## src/rtl/clock_div_prog.sv

```systemverilog
// -----------------------------------------------------------------------------
// clock_div_prog
//
// Runtime-programmable clock divider. Divides clk_in by any integer N >= 2,
// even or odd, and keeps a 50% duty cycle. For odd N a negedge-sampled copy of
// the high-phase flag trims the high time to exactly N/2 clk_in periods.
// A new divisor is held as pending and only takes over at a period boundary,
// so clk_out never produces a runt pulse.
//
// Ports
//   clk_in        in   1      source clock (posedge logic, one negedge register)
//   rst           in   1      synchronous, active-high reset
//   div_in        in   WIDTH  requested divisor N
//   div_load      in   1      single-cycle request to load div_in
//   clk_out       out  1      divided clock, 50% duty
//   strobe        out  1      high for the first clk_in cycle of each period
//   period_count  out  8      number of clk_out periods started, wraps
//   div_active    out  WIDTH  divisor currently in effect
//   div_pending   out  1      a loaded divisor waits for the next boundary
//   cfg_err       out  1      one-cycle pulse for a load of 0 or 1
// -----------------------------------------------------------------------------
module clock_div_prog #(
   parameter int WIDTH       = 8,
   parameter int DEFAULT_DIV = 4
) (
   input  logic             clk_in,
   input  logic             rst,
   input  logic [WIDTH-1:0] div_in,
   input  logic             div_load,
   output logic             clk_out,
   output logic             strobe,
   output logic [7:0]       period_count,
   output logic [WIDTH-1:0] div_active,
   output logic             div_pending,
   output logic             cfg_err
);

   localparam logic [WIDTH-1:0] DIV_RST = WIDTH'(DEFAULT_DIV);
   localparam logic [WIDTH-1:0] CNT_RST = WIDTH'(DEFAULT_DIV - 1);
   localparam logic [WIDTH-1:0] ONE_W   = WIDTH'(1);
   localparam logic [WIDTH-1:0] DIV_MIN = WIDTH'(2);
   localparam logic [7:0]       ONE_8   = 8'd1;

   // Number of posedge cycles pos_q stays high for divisor n: ceil(n/2).
   // Computed one bit wider so n = 2^WIDTH-1 does not overflow.
   function automatic logic [WIDTH:0] high_len(input logic [WIDTH-1:0] n);
      logic [WIDTH:0] sum;
      sum = {1'b0, n} + {{WIDTH{1'b0}}, 1'b1};
      return sum >> 1;
   endfunction

   // A divisor is usable only if it is at least 2.
   function automatic logic div_legal(input logic [WIDTH-1:0] n);
      return (n >= DIV_MIN);
   endfunction

   // State registers
   logic [WIDTH-1:0] cnt_q,        cnt_d;
   logic             pos_q,        pos_d;
   logic             neg_q;
   logic             strobe_q,     strobe_d;
   logic [7:0]       period_q,     period_d;
   logic [WIDTH-1:0] div_active_q, div_active_d;
   logic [WIDTH-1:0] pend_div_q,   pend_div_d;
   logic             pend_vld_q,   pend_vld_d;
   logic             cfg_err_q,    cfg_err_d;

   // Combinational helpers
   logic             last_s;
   logic [WIDTH-1:0] k_s;
   logic             swap_s;
   logic [WIDTH-1:0] n_next_s;
   logic             load_ok_s;
   logic             load_bad_s;
   logic             clk_out_s;

   // Next-state logic: counter wrap, boundary divisor swap, load capture.
   always_comb begin
      last_s       = 1'b0;
      k_s          = '0;
      swap_s       = 1'b0;
      n_next_s     = div_active_q;
      load_ok_s    = 1'b0;
      load_bad_s   = 1'b0;
      cnt_d        = cnt_q;
      pos_d        = pos_q;
      strobe_d     = 1'b0;
      period_d     = period_q;
      div_active_d = div_active_q;
      pend_div_d   = pend_div_q;
      pend_vld_d   = pend_vld_q;
      cfg_err_d    = 1'b0;

      // cnt never exceeds div_active-1, so cnt+1 cannot wrap to zero;
      // k == 0 therefore happens only on the wrap and marks the boundary.
      last_s = (cnt_q == (div_active_q - ONE_W));
      if (last_s) begin
         k_s = '0;
      end else begin
         k_s = cnt_q + ONE_W;
      end

      // The pending divisor is compared with the registered flag, so a
      // load captured on this very boundary waits for the next one.
      swap_s = last_s & pend_vld_q;
      if (swap_s) begin
         n_next_s = pend_div_q;
      end else begin
         n_next_s = div_active_q;
      end

      load_ok_s  = div_load & div_legal(div_in);
      load_bad_s = div_load & ~div_legal(div_in);

      cnt_d        = k_s;
      pos_d        = ({1'b0, k_s} < high_len(n_next_s));
      strobe_d     = last_s;
      div_active_d = n_next_s;
      cfg_err_d    = load_bad_s;

      if (last_s) begin
         period_d = period_q + ONE_8;
      end else begin
         period_d = period_q;
      end

      if (load_ok_s) begin
         pend_div_d = div_in;
      end else begin
         pend_div_d = pend_div_q;
      end

      // A new legal load wins over the swap clearing the flag.
      if (load_ok_s) begin
         pend_vld_d = 1'b1;
      end else if (swap_s) begin
         pend_vld_d = 1'b0;
      end else begin
         pend_vld_d = pend_vld_q;
      end
   end

   // Posedge state update with synchronous reset.
   always_ff @(posedge clk_in) begin
      if (rst) begin
         cnt_q        <= CNT_RST;
         pos_q        <= 1'b0;
         strobe_q     <= 1'b0;
         period_q     <= 8'd0;
         div_active_q <= DIV_RST;
         pend_div_q   <= DIV_RST;
         pend_vld_q   <= 1'b0;
         cfg_err_q    <= 1'b0;
      end else begin
         cnt_q        <= cnt_d;
         pos_q        <= pos_d;
         strobe_q     <= strobe_d;
         period_q     <= period_d;
         div_active_q <= div_active_d;
         pend_div_q   <= pend_div_d;
         pend_vld_q   <= pend_vld_d;
         cfg_err_q    <= cfg_err_d;
      end
   end

   // Half-cycle delayed copy of the high-phase flag for odd divisors.
   always_ff @(negedge clk_in) begin
      if (rst) begin
         neg_q <= 1'b0;
      end else begin
         neg_q <= pos_q;
      end
   end

   // Output clock select. div_active_q updates on the same edge as pos_q
   // for the period being entered, so the mode always matches the phase
   // and only registered state reaches clk_out.
   always_comb begin
      clk_out_s = 1'b0;
      if (div_active_q[0]) begin
         clk_out_s = pos_q & neg_q;
      end else begin
         clk_out_s = pos_q;
      end
   end

   assign clk_out      = clk_out_s;
   assign strobe       = strobe_q;
   assign period_count = period_q;
   assign div_active   = div_active_q;
   assign div_pending  = pend_vld_q;
   assign cfg_err      = cfg_err_q;

endmodule

```

## config.mk

```make
export PLATFORM = sky130hd
export DESIGN_NAME = clock_div_prog
export DESIGN_NICKNAME = d
export VERILOG_FILES = /design/src/rtl/clock_div_prog.sv
export SDC_FILE = /design/constraint.sdc
export NUM_CORES = 1
export LEC_CHECK = 0
export ABC_CLOCK_PERIOD_IN_PS = 8900
export CORE_ASPECT_RATIO = 0.6
export CORE_MARGIN = 10
export CORE_UTILIZATION = 55
export CTS_CLUSTER_DIAMETER = 50
export DETAILED_ROUTE_END_ITERATION = 10
export GPL_TIMING_DRIVEN = 0
export PLACE_DENSITY = 0.85
export SLEW_MARGIN = 15
export SYNTH_ARGS = -nofsm -noshare
export SYNTH_HDL_FRONTEND = slang
export SYNTH_SLANG_ARGS = --single-unit
export TNS_END_PERCENT = 50
```

## constraint.sdc

```tcl
create_clock -name clk_in -period 8.9 [get_ports clk_in]
set_input_delay 1.78 -clock clk_in [delete_from_list [all_inputs] [get_ports clk_in]]
set_output_delay 1.78 -clock clk_in [all_outputs]
set_load 0.01 [all_outputs]
```

==> results.json <==
{
  "ant_nets": 0,
  "ys.flop_type": "dfxtp_1",
  "clkLatencyLatePin_ns": 0.34,
  "async_flop_share_pct": 0,
  "yosys.area_share.simple_pct": 26.3,
  "synth_top_area_cell": "dfxtp_1",
  "coreArea_um2": 3740,
  "criticalPathCategory": "flop to output port",
  "synth_edf_count": 0,
  "fp.dieW_um": 101,
  "postCtsSetupRepairBufs": 0,
  "finish.instance_area_um2": 2600,
  "reg2regPathDepth": 1,
  "synth_top_area_share_pct": 34.1,
  "place_area_um2": 2520,
  "setup_tns_ns": 0,
  "cts_buffers": 5,
  "num_io_pins": 31,
  "syn_area_per_cell_um2": 8.47,
  "track_usage_pct": 16.0,
  "synth_compound_area_share_pct": 15.2,
  "rows": 17,
  "rsz0062_at_grt": "false",
  "finClkSkew_ns": 0.0547,
  "clockBufferDepth": 2,
  "die_h_um": 68.7,
  "setup_viol": 0,
  "fillCellCount": 310,
  "antenna_found_initial": 0,
  "synth_top_family_by_area": "simple AND/OR/NAND/NOR gates",
  "finalWirelength_um": 5380,
  "rr_startpoint": "pos_q",
  "dr.pass1.iters": 5,
  "hold_start": "period_count[7]",
  "synth_cell_types": 48,
  "ys_warn_count": 0,
  "fin_util_pct": 69.5,
  "io_buffers": 29,
  "pre_cts_ws_ns": 1.42,
  "hold_end": "period_count[7]",
  "path_clk_slew_ns": 0.07,
  "cts_root_buf": "clkbuf_8",
  "syn_area_um2": 2170,
  "dr.first_iter.drc_count": 208,
  "vias_per_cell": 5.74,
  "maxCapViolations": 0,
  "htree_levels": 2,
  "antenna_cells": 0,
  "synthMuxAreaShare_pct": 4.27,
  "overflow": 0,
  "cp-start-kind": "flop",
  "cts_tree": "built",
  "gp_congestion": 0.914,
  "postCtsHoldBufs": 0,
  "wl_per_cell_um": 15.8,
  "r2r_end": "neg_q",
  "vdd_ir_drop_max_mv": 0.168,
  "synthXorXnorAreaFrac_pct": 10.1,
  "slew_viol_final": 0,
  "setup_slack_ns": 1.40,
  "hold_slack_ns": 0.475,
  "crit_required_ns": 7.12,
  "worst_slew_margin_rel_pct": 62.5,
  "hold_path_class": "flop to flop",
  "grt_max_degree": 12,
  "power.density_nw_per_um2": 210,
  "yosysSeqAreaShare_pct": 34.1,
  "syn2layout_area_growth_pct": 19.9,
  "layout.area.seq_um2": 741,
  "status": "completed",
  "clock_sinks": 37,
  "synth-adder-area-share_pct": 6.34,
  "syn-num-nets": 278,
  "start_util_pct": 58.0,
  "synthTopCellsByArea": "dfxtp_1, xnor2_1, ha_1",
  "multi_input_area_um2": 1350,
  "drc": 0,
  "ys_seq_elements": 37,
  "grt_pass1_vias": 1827,
  "reg2reg_slack_ns": 3.94,
  "postSynthCellCount": 256,
  "cts_resized": 0,
  "leakage_uw": 0.000984,
  "via_count": 1950,
  "drive_gt1_share_pct": 8.53,
  "hold_depth": 2,
  "final_hold_viol_count": 0,
  "finalNetCount": 314,
  "crit_fanout": 1,
  "cp.arrival_ns": 5.72,
  "grt_first_pass_wirelength_um": 8890,
  "die_area_um2": 6940,
  "worst_pin_slew_ns": 0.558,
  "layout.cells.most_common_list": "dfxtp_1, nand2_1, clkdlybuf4s50_1",
  "dp_hpwl_um": 4130,
  "crit_path_end_kind": "output port",
  "final_common_cell": "dfxtp_1"
}
worst max-delay path by stage:
| stage | from | to | slack (ns) | depth (start not counted) |
|---|---|---|---|---|
| after floorplan | neg_q | clk_out | 2.21 | 1 |
| after global placement | rst | neg_q | 1.42 | 3 |
| after detailed placement | rst | neg_q | 1.42 | 3 |
| after CTS | neg_q | clk_out | 1.39 | 2 |
| after global routing | neg_q | clk_out | 1.35 | 2 |
| final | neg_q | clk_out | 1.40 | 2 |
synth_stat cells, drive strengths merged (4+ instances only):
cell type	instances
ha	11
clkbuf	7
o21ai	5
o31ai	5
xnor2	18
nor2	20
dfxtp	37
buf	6
and3	6
nand3	21
nand2b	4
a21oi	21
mux2i	7
nand2	29
inv	4
xor2	7
or4	6
area by class of cell:
| class | instances | area share, % |
|---|---|---|
| well taps | 47 | 2.26 |
| inverters | 3 | 0.433 |
| clock inverters | 3 | 0.529 |
| multi-input cells | 202 | 51.9 |
| clock buffers | 6 | 2.79 |
| plain buffers | 13 | 2.50 |
| flip-flops and latches | 37 | 28.5 |
| repair buffers | 29 | 11.2 |
sequential cells by signal, indices dropped and copies added (netlist names):
signal / flops
cfg_err: 1
cnt_q: 8
div_active: 8
div_pending: 1
neg_q: 1
pend_div_q: 8
period_count: 8
pos_q: 1
strobe: 1
layer usage:
layer	vias to the layer above	GRT usage, %	routed length [um]
met5	-	0	0
met4	0	6.23	106
met3	11	5.75	524
met2	73	22.3	2110
met1	889	22.1	2640
li1	977	-	-
through the flow:
stage,power (uW),instances
floorplan,366,256
global placement,428,332
detailed placement,433,332
CTS,545,340
global route,584,340
finish,547,340
report_power, final:
group,internal [uW],switching (uW)
Clock,54.6,61.2
Combinational,98.2,130
Sequential,185,17.9
Total,338,209
logic make-up (layout without fill, tap and decap cells):
family | count (synthesis) | after routing
adders and majority gates | 11 | 11
AOI/OAI and AO/OA | 47 | 47
DFF | 37 | 37
muxes | 9 | 9
buffers and inverters | 17 | 54
xor gates and xnor gates | 25 | 25
and+or+nand+nor | 110 | 110
critical path, cell delays in order, from the launching register on:
cell and delay [ns]:
dfxtp_1 0.30, o21a_1 0.10, clkdlybuf4s50_1 0.53
Note: power is estimated with default switching activity, not from simulation.
